==> src/rtl/axi_mem_responder_pkg.sv <==
// Shared AXI definitions for the scratchpad responder: response codes and
// the error classification used for both read and write address phases.
package axi_mem_responder_pkg;

   localparam logic [1:0] RESP_OKAY   = 2'b00;
   localparam logic [1:0] RESP_EXOKAY = 2'b01;
   localparam logic [1:0] RESP_SLVERR = 2'b10;
   localparam logic [1:0] RESP_DECERR = 2'b11;

   // Decode error beats slave error; only single-beat in-window accesses are served.
   function automatic logic [1:0] axi_err_resp(input logic in_range, input logic [7:0] len);
      logic [1:0] resp;
      if (!in_range) begin
         resp = RESP_DECERR;
      end else if (len != 8'd0) begin
         resp = RESP_SLVERR;
      end else begin
         resp = RESP_OKAY;
      end
      return resp;
   endfunction

endpackage

==> src/rtl/axi_mem_responder.sv <==
// Single-beat AXI4 slave in front of a 1-cycle-latency single-port SRAM.
// One transaction in flight; read/write arbitration alternates on contention.
//
// Handshake semantics: a transfer happens on a rising clk edge where valid and
// ready are both high. Outputs held by this block stay stable while valid is
// high and ready is low. Ready outputs are decoded from registered state; only
// ar_ready_o/aw_ready_o look at the incoming valids, through Idle arbitration.
module axi_mem_responder
   import axi_mem_responder_pkg::*;
#(
   parameter logic [63:0] MEM_START = 64'h8000_0000,
   parameter int unsigned MEM_WORDS = 1024,
   parameter int unsigned ID_WIDTH  = 4,
   localparam int unsigned AW       = $clog2(MEM_WORDS)
) (
   input  logic                clk_i,
   input  logic                rst_ni,
   // read address
   input  logic                ar_valid_i,
   output logic                ar_ready_o,
   input  logic [ID_WIDTH-1:0] ar_id_i,
   input  logic [63:0]         ar_addr_i,
   input  logic [7:0]          ar_len_i,
   input  logic [2:0]          ar_size_i,
   // read data
   output logic                r_valid_o,
   input  logic                r_ready_i,
   output logic [ID_WIDTH-1:0] r_id_o,
   output logic [63:0]         r_data_o,
   output logic [1:0]          r_resp_o,
   output logic                r_last_o,
   // write address
   input  logic                aw_valid_i,
   output logic                aw_ready_o,
   input  logic [ID_WIDTH-1:0] aw_id_i,
   input  logic [63:0]         aw_addr_i,
   input  logic [7:0]          aw_len_i,
   input  logic [2:0]          aw_size_i,
   // write data
   input  logic                w_valid_i,
   output logic                w_ready_o,
   input  logic [63:0]         w_data_i,
   input  logic [7:0]          w_strb_i,
   input  logic                w_last_i,
   // write response
   output logic                b_valid_o,
   input  logic                b_ready_i,
   output logic [ID_WIDTH-1:0] b_id_o,
   output logic [1:0]          b_resp_o,
   // SRAM port
   output logic                sram_req_o,
   output logic                sram_we_o,
   output logic [AW-1:0]       sram_addr_o,
   output logic [63:0]         sram_wdata_o,
   output logic [7:0]          sram_be_o,
   input  logic [63:0]         sram_rdata_i,
   // debug
   output logic [2:0]          dbg_state_o
);

   typedef enum logic [2:0] {
      S_IDLE       = 3'd0,
      S_READ_MEM   = 3'd1,
      S_READ_WAIT  = 3'd2,
      S_READ_RESP  = 3'd3,
      S_WRITE_DATA = 3'd4,
      S_WRITE_MEM  = 3'd5,
      S_WRITE_RESP = 3'd6
   } state_e;

   // Exclusive upper bound of the window, computed in 64 bits without wrap.
   localparam logic [63:0] MEM_END = MEM_START + (64'(MEM_WORDS) << 3);

   state_e                state_q;
   logic                  last_rd_q;
   logic [ID_WIDTH-1:0]   id_q;
   logic [AW-1:0]         widx_q;
   logic [7:0]            cnt_q;
   logic [1:0]            resp_q;
   logic [63:0]           data_q;
   logic [7:0]            strb_q;

   logic                  ar_win;
   logic                  aw_win;
   logic                  ar_in;
   logic                  aw_in;
   logic [63:0]           ar_off;
   logic [63:0]           aw_off;

   // Window decode and byte offset of both incoming addresses.
   always_comb begin
      ar_in  = (ar_addr_i >= MEM_START) && (ar_addr_i < MEM_END);
      aw_in  = (aw_addr_i >= MEM_START) && (aw_addr_i < MEM_END);
      ar_off = ar_addr_i - MEM_START;
      aw_off = aw_addr_i - MEM_START;
   end

   // Fair arbitration: a sole requester wins; on contention the side that did not go last wins.
   always_comb begin
      ar_win = ar_valid_i && (!aw_valid_i || !last_rd_q);
      aw_win = aw_valid_i && (!ar_valid_i ||  last_rd_q);
   end

   // Transaction FSM with all latched transaction fields.
   always_ff @(posedge clk_i) begin
      if (!rst_ni) begin
         state_q   <= S_IDLE;
         last_rd_q <= 1'b0;
         id_q      <= '0;
         widx_q    <= '0;
         cnt_q     <= '0;
         resp_q    <= RESP_OKAY;
         data_q    <= '0;
         strb_q    <= '0;
      end else begin
         case (state_q)
            S_IDLE: begin
               if (ar_win) begin
                  id_q      <= ar_id_i;
                  widx_q    <= ar_off[AW+2:3];
                  cnt_q     <= ar_len_i;
                  last_rd_q <= 1'b1;
                  data_q    <= '0;
                  resp_q    <= axi_err_resp(ar_in, ar_len_i);
                  state_q   <= (ar_in && ar_len_i == 8'd0) ? S_READ_MEM : S_READ_RESP;
               end else if (aw_win) begin
                  id_q      <= aw_id_i;
                  widx_q    <= aw_off[AW+2:3];
                  cnt_q     <= aw_len_i;
                  last_rd_q <= 1'b0;
                  resp_q    <= axi_err_resp(aw_in, aw_len_i);
                  state_q   <= S_WRITE_DATA;
               end
            end
            S_READ_MEM: begin
               state_q <= S_READ_WAIT;
            end
            S_READ_WAIT: begin
               data_q  <= sram_rdata_i;
               state_q <= S_READ_RESP;
            end
            S_READ_RESP: begin
               if (r_ready_i) begin
                  if (cnt_q == 8'd0) begin
                     state_q <= S_IDLE;
                  end else begin
                     cnt_q <= cnt_q - 8'd1;
                  end
               end
            end
            S_WRITE_DATA: begin
               if (w_valid_i) begin
                  if (cnt_q == 8'd0) begin
                     data_q  <= w_data_i;
                     strb_q  <= w_strb_i;
                     state_q <= (resp_q == RESP_OKAY) ? S_WRITE_MEM : S_WRITE_RESP;
                  end else begin
                     cnt_q <= cnt_q - 8'd1;
                  end
               end
            end
            S_WRITE_MEM: begin
               state_q <= S_WRITE_RESP;
            end
            S_WRITE_RESP: begin
               if (b_ready_i) begin
                  state_q <= S_IDLE;
               end
            end
            default: begin
               state_q <= S_IDLE;
            end
         endcase
      end
   end

   // Channel outputs decoded from registered state and latched fields.
   always_comb begin
      ar_ready_o   = (state_q == S_IDLE) && ar_win;
      aw_ready_o   = (state_q == S_IDLE) && aw_win;
      r_valid_o    = (state_q == S_READ_RESP);
      r_id_o       = id_q;
      r_data_o     = data_q;
      r_resp_o     = resp_q;
      r_last_o     = (state_q == S_READ_RESP) && (cnt_q == 8'd0);
      w_ready_o    = (state_q == S_WRITE_DATA);
      b_valid_o    = (state_q == S_WRITE_RESP);
      b_id_o       = id_q;
      b_resp_o     = resp_q;
      sram_req_o   = (state_q == S_READ_MEM) || (state_q == S_WRITE_MEM);
      sram_we_o    = (state_q == S_WRITE_MEM);
      sram_addr_o  = widx_q;
      sram_wdata_o = data_q;
      sram_be_o    = (state_q == S_WRITE_MEM) ? strb_q : 8'h00;
      dbg_state_o  = state_q;
   end

   // Size is not checked and the beat count comes from len, so these are unused.
   logic unused_ok;
   assign unused_ok = ^{ar_size_i, aw_size_i, w_last_i,
                        ar_off[63:AW+3], ar_off[2:0], aw_off[63:AW+3], aw_off[2:0]};

endmodule

==> config.mk <==
export PLATFORM = sky130hd
export DESIGN_NAME = axi_mem_responder
export DESIGN_NICKNAME = d
export VERILOG_FILES = /design/src/rtl/axi_mem_responder_pkg.sv /design/src/rtl/axi_mem_responder.sv
export SDC_FILE = /design/constraint.sdc
export NUM_CORES = 1
export LEC_CHECK = 0
export BUFFER_PORTS_ARGS = -buffer_cell sky130_fd_sc_hd__buf_2
export CAP_MARGIN = 20
export CORE_AREA = 3 3 185 187
export CTS_BUF_LIST = sky130_fd_sc_hd__clkbuf_8
export DETAILED_ROUTE_END_ITERATION = 16
export DIE_AREA = 0 0 188 190
export GPL_ROUTABILITY_DRIVEN = 0
export GPL_TIMING_DRIVEN = 0
export SYNTH_ARGS = -nofsm -noshare
export SYNTH_HDL_FRONTEND = slang
export SYNTH_SLANG_ARGS = --single-unit
export TNS_END_PERCENT = 50
==> constraint.sdc <==
create_clock -name clk_i -period 2.1 [get_ports clk_i]
set_input_delay 0.42 -clock clk_i [delete_from_list [all_inputs] [get_ports clk_i]]
set_output_delay 0.42 -clock clk_i [all_outputs]
set_load 0.05 [all_outputs]
# Yosys cells after proc, flatten, opt, wreduce, memory -nomap -nowiden

Cells that the tools add are included.

Bits in registers: 100
Input bits: 302
Output and inout bits: 169
Logic and storage cells: 89

Add/sub/neg operators: 3
Magnitude comparators: 4
Equality and inequality tests: 13
Muxes and demuxes: 33
Reductions and logical operators: 28

Operators with widths:

| operator                                                             | number |
|---|---|
| two-way mux 64 bit                                                   | 3 |
| case mux 64 bit (3 select lines)                                     | 1 |
| greater-or-equal comparator 64 x 32 -> 1 bit (second input constant) | 2 |
| less-than comparator 64 x 32 -> 1 bit (second input constant)        | 2 |
| two-way mux 8 bit                                                    | 6 |
| subtractor 13 x 1 -> 13 bit (second input constant)                  | 2 |
| case mux 8 bit (3 select lines)                                      | 1 |
| two-way mux 3 bit                                                    | 7 |
| case mux 3 bit (7 select lines)                                      | 1 |
| two-way mux 10 bit                                                   | 2 |
| zero test 8 bit                                                      | 2 |
| two-way mux 2 bit                                                    | 8 |
| nonzero test 8 bit                                                   | 2 |
| == test 3 bit (second input constant)                                | 3 |
| logical AND 1 bit                                                    | 8 |
| two-way mux 4 bit                                                    | 2 |
| inequality test 2 x 1 -> 1 bit (second input constant)               | 4 |
| AND reduction 4 bit                                                  | 2 |
| subtractor 8 x 1 -> 8 bit (second input constant)                    | 1 |
| == test 3 x 2 -> 1 bit (second input constant)                       | 2 |
| AND reduction 6 bit                                                  | 1 |
| nonzero test 3 bit                                                   | 2 |
| inequality test 2 bit (second input constant)                        | 2 |
| == test 3 x 1 -> 1 bit (second input constant)                       | 1 |
| other kinds (9)                                                      | 14 |

# Longest topological paths before layout

Gate-level depths: netlist of the first run.

Depth after elaboration: 6
Mapped depth: 9
Gate-level depth less buffers: 7

# Worst setup path before layout of the first run

OpenSTA, ideal clock, no wires.

Kind: register -> output
Start: reg state_q[0] (netlist: dbg_state_o[0])
End: out r_last_o
Arrival: 2027 ps
Data required time: 1680 ps
Setup slack: -347 ps
Cell stages (with the launch flop): 5
Path buffers: 1
Cells stage by stage: dfxtp_1 -> clkbuf_1 -> nand3b_1 -> inv_1 -> and3_1

Word-level cells in the longest chain between the ends: 2

RTL lines:

| what                   | RTL line                 | source |
|---|---|---|
| from (decl)            | axi_mem_responder.sv:74  | `state_e state_q;` |
| from (signal assigned) | axi_mem_responder.sv:125 | `state_q <= (ar_in && ar_len_i == 8'd0) ? S_READ_MEM : S_READ_RESP;` |
| from (signal assigned) | axi_mem_responder.sv:156 | `state_q <= (resp_q == RESP_OKAY) ? S_WRITE_MEM : S_WRITE_RESP;` |
| == test 3 x 2 -> 1 bit | --                       |  |
| named net r_valid_o    | axi_mem_responder.sv:26  | `output logic r_valid_o,` |
| logical AND 1 bit      | axi_mem_responder.sv:185 | `r_last_o = (state_q == S_READ_RESP) && (cnt_q == 8'd0);` |
| to (decl)              | axi_mem_responder.sv:31  | `output logic r_last_o,` |

The timed path passes the listed nets, and every way through them passes these cells.

# Worst setup path in the final report of the first run

Start: reg state_q[1] (netlist: dbg_state_o[1])
End: out w_ready_o

Word-level cells in the longest chain between the ends: 1

RTL lines:

| what          | RTL line                 | source |
|---|---|---|
| == test 3 bit | axi_mem_responder.sv:186 | `w_ready_o = (state_q == S_WRITE_DATA);` |
| to (decl)     | axi_mem_responder.sv:41  | `output logic w_ready_o,` |

Every way passes these cells.

==> results.txt, run 1 <==
- The number of hold-slack violations in the final timing report came to 0.
- CTS H-tree depth: 3
- For this run, the leading register cell type out of synthesis is sky130_fd_sc_hd__dfxtp_1.
- Source-to-sink clock delay at the later pin of the worst-skew pair: 0.38 ns
* Main area contributors after synthesis: sky130_fd_sc_hd__dfxtp_1, sky130_fd_sc_hd__o211a_1, sky130_fd_sc_hd__buf_4
- By count the netlist is led by sky130_fd_sc_hd__nand2_1, sky130_fd_sc_hd__dfxtp_1, sky130_fd_sc_hd__o211a_1, sky130_fd_sc_hd__buf_4, sky130_fd_sc_hd__a22oi_1.
- P per Cell Area: 1810 nW/um2
- Initial core utilization: 17.4%
- Final worst path period share: 99.5%
- The layout has 3,585 filler cells.
* Worst path arrival time: 1.67 ns
- Buffers inserted to repair hold after CTS numbered 0.
- The analysis attributes to cell leakage a power of 5.31 nW.
* RSZ-0062 raised after global routing: true
* Total die area: 35,700 um2
* Yosys cell types: 53
- The clock arrives with 0.0185 ns of skew.
* Number of buffers on the longest clock path: 2
* Remaining number of nets flagged by the antenna check after routing: 0
* Die Span Y: 190 um
* DIE WIDTH: 188 um
* Count of flip-flops with a built-in enable after synthesis: 0
- In this run the biggest area consumer among cell types represents 35.3% of the synthesized area.
- Post-synthesis cell type with the largest combined area: sky130_fd_sc_hd__dfxtp_1
- TritonCTS built the clock tree.
* Result of the run: completed
* Part of the Yosys area used for sequential elements: 35.3%
* Std cell rows: 66
* Setup TNS: 0 ns
- P&R area growth vs syn: 58.4%
* Routed vias: 6,973
- Worst ir drop on vdd: 970 uV
- Count of buffers inserted at the top-level ports: 456
- Worst slack at placement: -0.660 ns
- After the last flow step, the layout net total stands at 1,450.
* Number of clock sinks: 100
* Vias/cell: 4.36
* Via count of the first global-routing pass: 7,011
* Largest net degree at the start of global routing: 19
* Number of max-cap violations: 0
* Number of buffers created by CTS: 9
- The smallest clock period supported by the final layout is computed as 2.09 ns.
* Cell Chain, Critical Path: buf_6 -> or3b_1 -> buf_6 -> inv_6 -> buf_6 -> buf_8
* Number of design rule violations left after detail routing: 0
* Largest fanout on the critical path: 7
- Setup CP Type: flip-flop to output pin
- Global-route total usage across every layer: 14.7%
- When the netlist entered floorplanning its net count stood at 971.
* Clock transition at path regs: 0.11 ns
- Wire length of the first global-routing pass: 40.1 mm
* Worst Setup Start Kind: flip-flop
- Total Power Consumption: 16.3 mW
- The number of antenna violations at the first check in global routing came to 6.
- Max Clk Rate: 0.479 GHz
* Remaining max-slew budget at the tightest pin: 44.5%
- In the synthesized netlist the async set-or-reset flop fraction comes to 0%.
* Root buffer cell: sky130_fd_sc_hd__clkbuf_8
- For this run, the share of the core covered by cells in the final layout is 27.6%.
- Biggest cell delay along the critical path: 0.38 ns
* Yosys warns: 0
* Share of final-layout standard cells stronger than drive strength 1: 53.3%
- The total overflow left after global routing is 0.
- The first TritonRoute pass finished after 5 iterations.
- After synthesis the cells add up to 5680 um2.
- The most common cell in the synthesized netlist is sky130_fd_sc_hd__nand2_1.
- STA classifies the critical path endpoint as an output pin.
- Top cell by count, worst path: sky130_fd_sc_hd__buf_6
- A synthesized cell averages 8.51 um2.
* Hold/Removal Path Class: primary input to flip-flop
- After synthesis the netlist holds a flip-flop and latch count of 100.
- The final-report max-slew violation count was 0.
* Drt first-iter violations: 265
- Routed wirelength normalized by instance count: 17.5 um
- After floorplanning, the core was sized to cover 32,600 um2.
- Detailed placement finished with a half-perimeter wire length of 23.1 mm.
- For this design, the slowest cell found on the critical path is sky130_fd_sc_hd__dfxtp_4.
* Required time at the endpoint of the critical path: 1.68 ns
- Number of primary I/O pins: 471
- In the post-route analysis, the smallest setup slack over all paths is 0.0106 ns.
* Final WL: 28.0 mm
* Synthesized instance count: 667
- Setup violations remaining at the end of the flow were counted as 0.
* Measured slew at the worst slew-check pin: 0.832 ns
[timing repair]
action                     in CTS  in global routing
hold endpoints to repair        0                  0
pin swaps                       3                  1
gates cloned                    0                  0
buffers inserted               10                  3
resized for setup              35                 41
setup endpoints to repair     105                 87
[cells in the final DEF (no fill, tap or decap), types with 2 or more instances in the layout]
master and instances:
sky130_fd_sc_hd__nand3_1 18, sky130_fd_sc_hd__dfxtp_2 2, sky130_fd_sc_hd__ha_1 2, sky130_fd_sc_hd__o21ai_1 5, sky130_fd_sc_hd__diode_2 5, sky130_fd_sc_hd__dfxtp_4 2
sky130_fd_sc_hd__o21ai_0 3, sky130_fd_sc_hd__a22oi_1 65, sky130_fd_sc_hd__o21bai_1 5, sky130_fd_sc_hd__nor4_1 30, sky130_fd_sc_hd__mux2i_1 8, sky130_fd_sc_hd__o21a_1 2
sky130_fd_sc_hd__inv_1 4, sky130_fd_sc_hd__nor2b_1 13, sky130_fd_sc_hd__clkbuf_1 17, sky130_fd_sc_hd__clkbuf_4 7, sky130_fd_sc_hd__inv_6 4, sky130_fd_sc_hd__and2_1 2
sky130_fd_sc_hd__buf_2 453, sky130_fd_sc_hd__nor3b_1 2, sky130_fd_sc_hd__dfxtp_1 96, sky130_fd_sc_hd__nor3_1 5, sky130_fd_sc_hd__nand4_1 6, sky130_fd_sc_hd__a31oi_1 4
sky130_fd_sc_hd__clkbuf_2 9, sky130_fd_sc_hd__buf_6 11, sky130_fd_sc_hd__a21boi_1 6, sky130_fd_sc_hd__a21oi_1 9, sky130_fd_sc_hd__and3_1 12, sky130_fd_sc_hd__nand2_1 118
sky130_fd_sc_hd__clkbuf_8 10, sky130_fd_sc_hd__clkinvlp_4 2, sky130_fd_sc_hd__nor2_1 11, sky130_fd_sc_hd__buf_4 95, sky130_fd_sc_hd__o211a_1 78
[layer usage]
| metal | global-route usage [%] | vias up | part of all wire, % |
|---|---|---|---|
| met1 | 17.2 | 3241 | 41 |
| met2 | 25.7 | 338 | 49 |
| met4 | 5.54 | 2 | 2.9 |
| met5 | 0 | - | 0.047 |
| met3 | 3.63 | 39 | 6.9 |
| li1 | - | 3353 | - |
[critical path: cells and delay by family, from the launching register on]
family,cells,cell delay (ns)
and+or+nand+nor,1,0.36
buffers and inverters,5,0.56
DFF,1,0.38
[registers in the layout, summed over array words and instances, names as in the netlist]
| name | cells |
|---|---|
| b_resp_o | 2 |
| sram_addr_o | 10 |
| b_id_o | 4 |
| last_rd_q | 1 |
| dbg_state_o | 3 |
| r_data_o | 64 |
| strb_q | 8 |
| cnt_q | 8 |
[per-stage QoR]
step	hold WS [ns]	cell area, um2	std cells
2_1_floorplan	0.461	5690	667
3_3_place_gp	0.476	8520	1565
3_5_place_dp	0.482	8520	1565
4_1_cts	0.244	8880	1590
5_1_grt	0.270	8990	1597
6_report	0.300	8990	1598
[path summary, 6_finish.rpt]
| kind | start | end | slack, ns | cells after the start |
|---|---|---|---|---|
| worst max-delay path | dbg_state_o[1]$_SDFFE_PN0P_ | w_ready_o | 0.01 | 6 |
| worst max register to register | dbg_state_o[1]$_SDFFE_PN0P_ | r_data_o[11]$_SDFFE_PN0P_ | 0.03 | 9 |
| worst min register to register | cnt_q[1]$_SDFFE_PN0P_ | cnt_q[1]$_SDFFE_PN0P_ | 0.50 | 2 |
| worst min-delay path | w_strb_i[0] | strb_q[0]$_SDFFE_PN0P_ | 0.30 | 3 |
[final cells by class]
cell class	count	area, um2	share of cell area (%)
clock buffer	10	138	1.53
tap	442	553	6.15
inverter	6	31.3	0.348
antenna	5	12.5	0.139
sequential	100	2010	22.4
multi-input combinational	435	2910	32.3
buffer	125	848	9.44
timing repair buffer	469	2440	27.1
clock inverter	6	53.8	0.598
[cells by family (layout without fill, tap and decap cells)]
| kind of cell | Yosys count | after routing | share of synthesized area (%) |
|---|---|---|---|
| and+or+nand+nor | 230 | 230 | 19.8 |
| DFF | 100 | 100 | 35.3 |
| AOI/OAI and AO/OA | 194 | 194 | 28.7 |
| other | 0 | 5 | 0 |
| adders and majority gates | 2 | 2 | 0.441 |
| buffers and inverters | 132 | 616 | 14.2 |
| muxes | 9 | 9 | 1.61 |
[power breakdown]
part / internal, mW / switching (mW)
clock network: 0.488 / 0.773
registers: 2.72 / 0.803
logic: 3.51 / 8.02
Note: power is estimated with default switching activity, not from simulation.
==> run 2: changes to the inputs <==
--- a/config.mk
+++ b/config.mk
@@ -7,10 +7,10 @@
 export LEC_CHECK = 0
 export BUFFER_PORTS_ARGS = -buffer_cell sky130_fd_sc_hd__buf_2
 export CAP_MARGIN = 20
-export CORE_AREA = 3 3 185 187
+export CORE_AREA = 3 3 183 185
 export CTS_BUF_LIST = sky130_fd_sc_hd__clkbuf_8
 export DETAILED_ROUTE_END_ITERATION = 16
-export DIE_AREA = 0 0 188 190
+export DIE_AREA = 0 0 186 188
 export GPL_ROUTABILITY_DRIVEN = 0
 export GPL_TIMING_DRIVEN = 0
 export SYNTH_ARGS = -nofsm -noshare
==> constraint.sdc (replaced) <==
create_clock -name clk_i -period 2.41 [get_ports clk_i]
set_input_delay 0.482 -clock clk_i [delete_from_list [all_inputs] [get_ports clk_i]]
set_output_delay 0.482 -clock clk_i [all_outputs]
set_load 0.05 [all_outputs]
==> results.txt, run 2 (same netlist as run 1, synthesis figures left out) <==
* CTS tree: yes
- Switching Power: 8.41 mW (-12%)
- Routed vias: 6,984 (+0.16%)
* Initial core utilization: 17.6% (+0.22 points)
- Fraction of power consumed by sequential logic: 21.6% (about the same)
* Worst setup margin: 0.0972 ns (+0.0866 ns)
- Final worst path period share: 96.0%
- Fin. max-slew vios: 0 (unchanged)
- The number of design rule violations left after detail routing came to 0 (unchanged).
- Largest net degree at the start of global routing: 19 (unchanged)
* Measured slew at the worst slew-check pin: 0.831 ns (-0.00141 ns)
- The clock sink count is 100 (unchanged).
* Count of buffers inserted at the top-level ports: 456 (unchanged)
* Routed wirelength normalized by instance count: 18.0 um (+3.0%)
- Share of final-layout standard cells stronger than drive strength 1: 51.7% (-1.6 points)
- The maximum clock path buffer count came to 2 (unchanged).
* Standby leakage power: 5.23 nW (-1.4%)
- Setup repair after global routing could not meet its margin everywhere.
- P per Cell Area: 1610 nW/um2 (-11%)
- Remaining max-slew budget at the tightest pin: 44.6% (+0.094 points)
* Drt first-iter violations: 293 (+11%)
* Antenna violations before repair: 5 (-1)
* Worst Setup Start Kind: flip-flop
* Final core utilization: 27.1% (-0.42 points)
- Core Region: 32,200 um2 (-1.3%)
* Global-route total usage across every layer: 14.8% (+0.14 points)
- Via count of the first global-routing pass: 7,000 (-0.16%)
- Result of the run: completed
* Net Sw Frac: 59.6% (+0.74 points)
* Max Clock Skew: 0.0161 ns (-0.00234 ns)
- Clock transition at path regs: 0.11 ns (about the same)
* Total die area: 35,000 um2 (-2.1%)
- The net count reported at finish was 1,439 (-0.76%).
- Compared with the post-synthesis result, the final layout area differs by 54.0%.
- Internal power summed over all cells: 5.71 mW (-15%)
- Count of placed standard cells in the final layout, fillers left out: 1,550 (-3.0%)
- The number of nets with antenna violations after detailed routing came to 0 (unchanged).
* Source-to-sink clock delay at the later pin of the worst-skew pair: 0.37 ns (about the same)
- Number of buffers created by CTS: 9 (unchanged)
* Cell count after placement: 1,531 (-2.2%)
- Worst slack at placement: -0.286 ns (+0.374 ns)
- DP HPWL: 22.9 mm (-0.83%)
- The part of the total power dissipated in combinational logic is 70.2% (-0.5 points).
- The library cell used most frequently in the layout, excluding fill and tap cells, is sky130_fd_sc_hd__buf_2.
* Minimum clock period: 2.31 ns
- Setup CP Type: flip-flop to output pin
- Wire length of the first global-routing pass: 39.2 mm (-2.1%)
- Number of optimization iterations in the first detailed-route pass: 5 (unchanged)
- Commonest non-fill, non-tap cells in the layout: sky130_fd_sc_hd__buf_2, sky130_fd_sc_hd__nand2_1, sky130_fd_sc_hd__dfxtp_1
- The H-tree level count was 3 (unchanged).
* Final setup violating endpoints: 0 (unchanged)
- The number of hold-slack violations in the final timing report is 0 (unchanged).
- Setup slack of the worst register-to-register path: 0.17 ns (+0.14 ns)
- Number of max-cap violations: 0 (unchanged)
- Largest fanout on the critical path: 10 (+3)
* Vias/cell: 4.51 (+3.3%)
- The total grt overflow is 0 (unchanged).
- The required time of the critical path is 1.93 ns (+0.25 ns).
- The data arrival time of the worst path was 1.83 ns (+0.16 ns).
- The site row count is 66 (unchanged).
- The number of placed I/O pins came to 471 (unchanged).
- The die boundary width is 186 um (-1.1%).
- Clock power share: 8.2% (+0.5 points)
- Final WL: 27.9 mm (-0.13%)
- Max Clk Rate: 0.432 GHz
* Root buffer cell: sky130_fd_sc_hd__clkbuf_8
* Die Span Y: 188 um (-1.1%)
- STA classifies the critical path endpoint as an output pin.
- The flip-flop count of the largest register after layout came to 64 (unchanged).
* Hold/Removal Path Class: primary input to flip-flop
* Worst ir drop on vdd: 912 uV (-6.0%)
==> run 2: path summary, 6_finish.rpt <==
check | cells past startpoint | endpoint | start
worst max-delay path | 6 | w_ready_o | dbg_state_o[1]$_SDFFE_PN0P_
worst min-delay path | 3 | strb_q[7]$_SDFFE_PN0P_ | w_strb_i[7]
worst max register to register | 7 | r_data_o[28]$_SDFFE_PN0P_ | dbg_state_o[1]$_SDFFE_PN0P_
worst min register to register | 2 | cnt_q[1]$_SDFFE_PN0P_ | cnt_q[1]$_SDFFE_PN0P_
==> run 2: power by group through the flow <==
stage / Sequential, mW / Combinational (mW) / Clock, mW
global placement: 3.05 / 9.77 / 0
global route: 3.14 / 10.5 / 1.27
detailed placement: 3.05 / 9.84 / 0
finish: 3.05 / 9.91 / 1.15
floorplan: 5.03 / 5.27 / 0
CTS: 3.04 / 9.91 / 1.21
==> run 2: timing repair <==
action                     4_1_cts  5_1_grt
hold buffers                     0        0
setup endpoints to repair       62       83
buffers inserted                 0        1
resized for setup               12       13
cloned                           0        0
pin swaps                        0        2
==> run 2: layout make-up <==
type	instances	area [um2]
Antenna cell	2	5.00
Buffer	126	803
Timing Repair Buffer	457	2300
Clock buffer	11	151
Fill cell	3560	23500
Clock inverter	5	48.8
Inverter	6	25.0
Tap cell	408	510
Multi-Input combinational cell	435	2890
Sequential cell	100	2010
==> run 2: routing by layer <==
metal  part of all wire, %  global-route usage, %  vias up
li1                      -                      -     3314
met1                    39                   16.6     3271
met2                    51                   27.9      364
met3                   7.1                   2.70       29
met4                   2.3                   4.61        6
met5                  0.15                      0        -
==> run 2: critical path, stage by stage (launching register included) <==
cell and delay, ns:
sky130_fd_sc_hd__dfxtp_2 0.36, sky130_fd_sc_hd__buf_2 0.17, sky130_fd_sc_hd__or3b_1 0.37, sky130_fd_sc_hd__buf_2 0.17
sky130_fd_sc_hd__inv_4 0.10, sky130_fd_sc_hd__buf_8 0.15, sky130_fd_sc_hd__buf_8 0.15
==> run 2: per-stage QoR <==
stage	power [mW]	hold WS (ns)	TNS [ns]	area [um2]
3_5_place_dp	12.9	0.482	-9.96	8470
6_report	14.1	0.365	0	8740
2_1_floorplan	10.3	0.461	0	5680
3_3_place_gp	12.8	0.479	-9.45	8470
5_1_grt	14.9	0.344	-0.0197	8740
4_1_cts	14.2	0.333	-0.121	8690
